$ cat config.mk
export PLATFORM = sky130hd
export DESIGN_NAME = bcd_serial_addsub
export DESIGN_NICKNAME = d
export VERILOG_FILES = /design/src/rtl/bcd_serial_addsub.sv
export SDC_FILE = /design/constraint.sdc
export NUM_CORES = 1
export LEC_CHECK = 0
export ABC_AREA = 1
export BUFFER_PORTS_ARGS = -buffer_cell sky130_fd_sc_hd__buf_4
export CAP_MARGIN = 25
export CORE_ASPECT_RATIO = 1.4
export CORE_UTILIZATION = 27
export CTS_BUF_LIST = sky130_fd_sc_hd__clkbuf_2 sky130_fd_sc_hd__clkbuf_4 sky130_fd_sc_hd__clkbuf_8
export DETAILED_ROUTE_END_ITERATION = 8
export PLACE_DENSITY = 0.41
export SLEW_MARGIN = 15
export SYNTH_ARGS = -nofsm -noshare
export SYNTH_HDL_FRONTEND = slang
export SYNTH_SLANG_ARGS = --single-unit
$ cat constraint.sdc
create_clock -name clk -period 8.1 [get_ports clk]
set_clock_uncertainty 0.2 [all_clocks]
set_input_delay 1.62 -clock clk [delete_from_list [all_inputs] [get_ports clk]]
set_output_delay 1.62 -clock clk [all_outputs]
set_load 0.05 [all_outputs]
$ cat src/rtl/bcd_serial_addsub.sv
// Digit-serial packed-BCD adder/subtractor: one shared digit cell processes one
// digit per clock, LSD first, framed by a start/busy/done handshake.
module bcd_serial_addsub #(
  parameter int DIGITS = 4
) (
  input  logic                  clk,
  input  logic                  rst_n,
  input  logic                  start_i,
  input  logic                  op_sub_i,
  input  logic [4*DIGITS-1:0]   a_i,
  input  logic [4*DIGITS-1:0]   b_i,
  output logic                  busy_o,
  output logic                  done_o,
  output logic [4*DIGITS-1:0]   result_o,
  output logic                  cout_o,
  output logic                  invalid_o
);

  localparam int W    = 4 * DIGITS;
  localparam int IDXW = (DIGITS > 1) ? $clog2(DIGITS) : 1;

  typedef enum logic [1:0] {
    IDLE = 2'd0,
    RUN  = 2'd1,
    DONE = 2'd2
  } state_e;

  state_e           state_q;
  logic [W-1:0]     a_q;
  logic [W-1:0]     b_q;
  logic             op_q;
  logic             carry_q;
  logic [IDXW-1:0]  idx_q;
  logic [W-1:0]     dig_q;
  logic             inv_q;
  logic             busy_q;
  logic             done_q;
  logic [W-1:0]     result_q;
  logic             cout_q;
  logic             invalid_q;

  logic [3:0]       a_dig_s;
  logic [3:0]       b_raw_s;
  logic [3:0]       b_eff_s;
  logic [4:0]       sum_s;
  logic [4:0]       adj_s;
  logic [3:0]       digit_s;
  logic             carry_d;
  logic [W-1:0]     dig_d;
  logic             last_s;

  // True when any 4-bit group of the operand is not a decimal digit.
  function automatic logic has_bad_digit(input logic [W-1:0] v);
    logic bad;
    bad = 1'b0;
    for (int d = 0; d < DIGITS; d++) begin
      if (v[4*d +: 4] > 4'd9) begin
        bad = 1'b1;
      end else begin
        bad = bad;
      end
    end
    return bad;
  endfunction

  // Shared digit cell: nine's complement of b for subtraction, decimal adjust.
  always_comb begin
    a_dig_s = a_q[4*int'(idx_q) +: 4];
    b_raw_s = b_q[4*int'(idx_q) +: 4];
    b_eff_s = op_q ? (4'd9 - b_raw_s) : b_raw_s;
    sum_s   = {1'b0, a_dig_s} + {1'b0, b_eff_s} + {4'b0000, carry_q};
    adj_s   = 5'd0;
    if (sum_s > 5'd9) begin
      adj_s   = sum_s - 5'd10;
      digit_s = adj_s[3:0];
      carry_d = 1'b1;
    end else begin
      digit_s = sum_s[3:0];
      carry_d = 1'b0;
    end
    dig_d = dig_q;
    dig_d[4*int'(idx_q) +: 4] = digit_s;
    last_s = (idx_q == IDXW'(DIGITS - 1));
  end

  // Control FSM with registered handshake and result outputs.
  always_ff @(posedge clk or negedge rst_n) begin
    if (!rst_n) begin
      state_q   <= IDLE;
      a_q       <= '0;
      b_q       <= '0;
      op_q      <= 1'b0;
      carry_q   <= 1'b0;
      idx_q     <= '0;
      dig_q     <= '0;
      inv_q     <= 1'b0;
      busy_q    <= 1'b0;
      done_q    <= 1'b0;
      result_q  <= '0;
      cout_q    <= 1'b0;
      invalid_q <= 1'b0;
    end else begin
      case (state_q)
        IDLE, DONE: begin
          done_q <= 1'b0;
          if (start_i) begin
            a_q     <= a_i;
            b_q     <= b_i;
            op_q    <= op_sub_i;
            carry_q <= op_sub_i;
            idx_q   <= '0;
            dig_q   <= '0;
            inv_q   <= has_bad_digit(a_i) | has_bad_digit(b_i);
            busy_q  <= 1'b1;
            state_q <= RUN;
          end else begin
            busy_q  <= 1'b0;
            state_q <= IDLE;
          end
        end
        RUN: begin
          dig_q   <= dig_d;
          carry_q <= carry_d;
          idx_q   <= idx_q + IDXW'(1);
          if (last_s) begin
            // Last digit lands directly in the output registers on entry to DONE.
            state_q   <= DONE;
            busy_q    <= 1'b0;
            done_q    <= 1'b1;
            result_q  <= inv_q ? '0 : dig_d;
            cout_q    <= inv_q ? 1'b0 : carry_d;
            invalid_q <= inv_q;
          end else begin
            state_q <= RUN;
          end
        end
        default: begin
          state_q <= IDLE;
          busy_q  <= 1'b0;
          done_q  <= 1'b0;
        end
      endcase
    end
  end

  assign busy_o    = busy_q;
  assign done_o    = done_q;
  assign result_o  = result_q;
  assign cout_o    = cout_q;
  assign invalid_o = invalid_q;

endmodule

==> flow_summary.toml <==
[worst_setup_path]
cp_data_arrival_time_ps = 4430
worstPathRequired_ps = 8210
timing.rr.start = "idx_q[0]$_DFFE_PN0P_"
crit_path_max_fanout = 29
setup.worst_path.start_class = "register"
ff2ff_setup_slack_ps = 3780
r2r_end = "result_o[15]$_DFFE_PN0P_"
r2r_cells = 18
crit_type = "reg2reg"
cp-end-kind = "register"

[place]
portBuffers = 55
placement.cell_area_mm2 = 0.00437
place_ws_ps = 3850
finalWeightedCongestion = 0.829
place_hpwl_mm = 7.21

[global_route]
track_usage_pct = 15.4
antenna_found_initial = 0
overflow = 0
met2_usage_pct = 26.1
gr-usage-met3_pct = 2.80
grt_pass1_wl_mm = 16.9
grt_use_met1_pct = 19.2
grt_max_degree = 76
grt_pass1_vias = 3189
grt_most_used_layer = "met2"

[timing]
drv_slew = 0
rsz0062_at_grt = "no"
fin_ws_ps = 3780
worst_pin_slew_ps = 1010
finalSetupViolations = 0
period_needed_ps = 4320
final-hold-violation-count = 0
max_freq_ghz = 0.231
finalCritPeriodShare_pct = 53.4
fin_setup_tns_ps = 0
slew_headroom_pct = 32.8

[routing]
vias = 3140
via_per_inst = 4.43
ant_nets = 0
routed_wl_mm = 10.1
wl_per_cell_um = 14.2
drc = 0
drt_pass1_iterations = 4
drt_iter0_drc = 124

[yosys]
ys_seq_elements = 75
yosys.area.top_type = "dfrtp_1"
synth_fp_nets = 519
ys_warn_count = 0
synth_cells = 470
ys_seq_area_share_pct = 49.5
yosysUniqueCellTypes = 36
syn_area_mm2 = 0.00379
yosys-top-cells-area = "dfrtp_1 (50%), nand2_1 (21%), ha_1 (3.6%)"
synth_top_area_share_pct = 49.5
syn_area_per_cell_um2 = 8.06

[die]
core_area_mm2 = 0.0135
row_count = 50
die_w_um = 102
start_util_pct = 28.0
die_area_mm2 = 0.0145
dieHeight_um = 142
io_pins = 56

[clock_network]
root_buffer = "clkbuf_8"
clockBufferDepth = 2
cts_resized = 0
cts_buffers = 9
clk_latency_ps = 360
cts_tree = "yes"
clock-sinks = 75
ctsHoldBuffers = 0
htreeDepth = 3
postCtsSetupRepairBufs = 0
clkTransAtPathRegs_ps = 80

[finish]
nFillCells = 1477
n_antenna_cell = 0
multi_input_area_mm2 = 0.00170
seqCellArea_mm2 = 0.00188
design_area_mm2 = 0.00465
drive_above_1_share_pct = 19.2
area_growth_syn_to_layout_pct = 22.8
final_nets = 571

[hold_path]
hp-class = "reg2reg"
holdPathEnd = "result_o[2]$_DFFE_PN0P_"
hp-start = "result_o[2]$_DFFE_PN0P_"
hold_depth = 2

[run_status]
status = "finished, final reports clean"

[flow_run]
cap_violations = 0
-- kinds of logic after synthesis --
family | after synthesis | synth area share (%)
fa+ha+maj | 13 | 4.69
buf+inv | 54 | 5.52
simple gates | 267 | 29.7
flops | 75 | 49.5
compound gates | 59 | 10.1
xor+xnor | 2 | 0.462
-- worst max-delay path by stage --
stage                    startpoint                       end  slack [ps]  cells past startpoint
2_1_floorplan  idx_q[0]$_DFFE_PN0P_  result_o[15]$_DFFE_PN0P_        4640                     19
3_3_place_gp   idx_q[0]$_DFFE_PN0P_   result_o[7]$_DFFE_PN0P_        3920                     18
3_5_place_dp   idx_q[0]$_DFFE_PN0P_      dig_q[7]$_DFFE_PN0P_        3850                     18
4_1_cts        idx_q[0]$_DFFE_PN0P_     dig_q[15]$_DFFE_PN0P_        3820                     18
5_1_grt        idx_q[0]$_DFFE_PN0P_   result_o[7]$_DFFE_PN0P_        3420                     18
6_report       idx_q[0]$_DFFE_PN0P_  result_o[15]$_DFFE_PN0P_        3780                     18
-- registers in the layout, indices dropped and copies added, names as in the netlist --
signal     flops
b_q           16
inv_q          1
carry_q        1
cout_o         1
busy_o         1
invalid_o      1
idx_q          2
dig_q         16
a_q           16
result_o      16
op_q           1
done_o         1
state_q        2
-- cells in the mapped netlist, drive strengths merged --
| cell | n |
|---|---|
| o21ai | 31 |
| o221ai | 1 |
| buf | 5 |
| nor4 | 1 |
| xnor2 | 1 |
| o21bai | 2 |
| o32ai | 1 |
| xor2 | 1 |
| a21oi | 7 |
| inv | 38 |
| a32oi | 1 |
| nor2 | 19 |
| o22ai | 8 |
| nand2 | 225 |
| clkbuf | 11 |
| nand3 | 13 |
| o21a | 1 |
| a32o | 2 |
| nand4 | 7 |
| nand3b | 1 |
| a21boi | 1 |
| a22o | 3 |
| nor3 | 1 |
| ha | 11 |
| dfrtp | 75 |
| fa | 2 |
| a22oi | 1 |
-- metal layers --
layer,up-vias,routed length (µm)
met5,-,0
met4,0,207
met3,15,326
met2,65,5020
met1,1469,4540
li1,1591,-
-- per-stage QoR --
stage	util [%]	hold WS, ps	instances
detailed placement	32.3	266	692
CTS	34.3	288	708
floorplan	-	244	470
global placement	32.3	264	692
finish	34.4	283	709
global route	34.4	299	709
-- cell type report --
type / count / share of cell area [%]
flip-flops and latches: 75 / 40.4
multi-input cells: 341 / 36.6
inverters: 38 / 3.07
repair buffers: 57 / 9.47
clock buffers: 12 / 3.55
clock inverters: 4 / 2.04
well taps: 182 / 4.90
-- worst max-delay path, cell delays in order (launching register included) --
cell,delay [ps]
dfrtp_1,1010
inv_2,360
o21ai_0,250
o22ai_1,100
xnor2_1,150
fa_1,360
inv_1,110
fa_1,460
inv_1,110
ha_1,200
nand2_1,60
a21boi_4,140
nand2_4,80
nand2_4,80
nand2_4,80
nand4_2,120
o21bai_2,220
nand2_1,80
nand2_1,60
-- placed cells by master, fill, tap and decap left out, types with 5 or more instances in the layout --
| master | netlist | layout |
|---|---|---|
| inv_2 | 7 | 7 |
| o21ai_1 | 13 | 13 |
| ha_1 | 11 | 11 |
| inv_1 | 31 | 31 |
| o21ai_0 | 18 | 18 |
| nand3_1 | 12 | 12 |
| dfrtp_1 | 75 | 75 |
| nor2_1 | 16 | 16 |
| clkbuf_8 | 0 | 12 |
| nand2_1 | 215 | 215 |
| nand2_2 | 7 | 7 |
| a21oi_1 | 5 | 5 |
| nand4_1 | 6 | 6 |
| o22ai_1 | 8 | 8 |
| buf_4 | 0 | 56 |
Power is not shown: default switching activity piles up to over one toggle a cycle in this logic, so the estimate is an artifact.
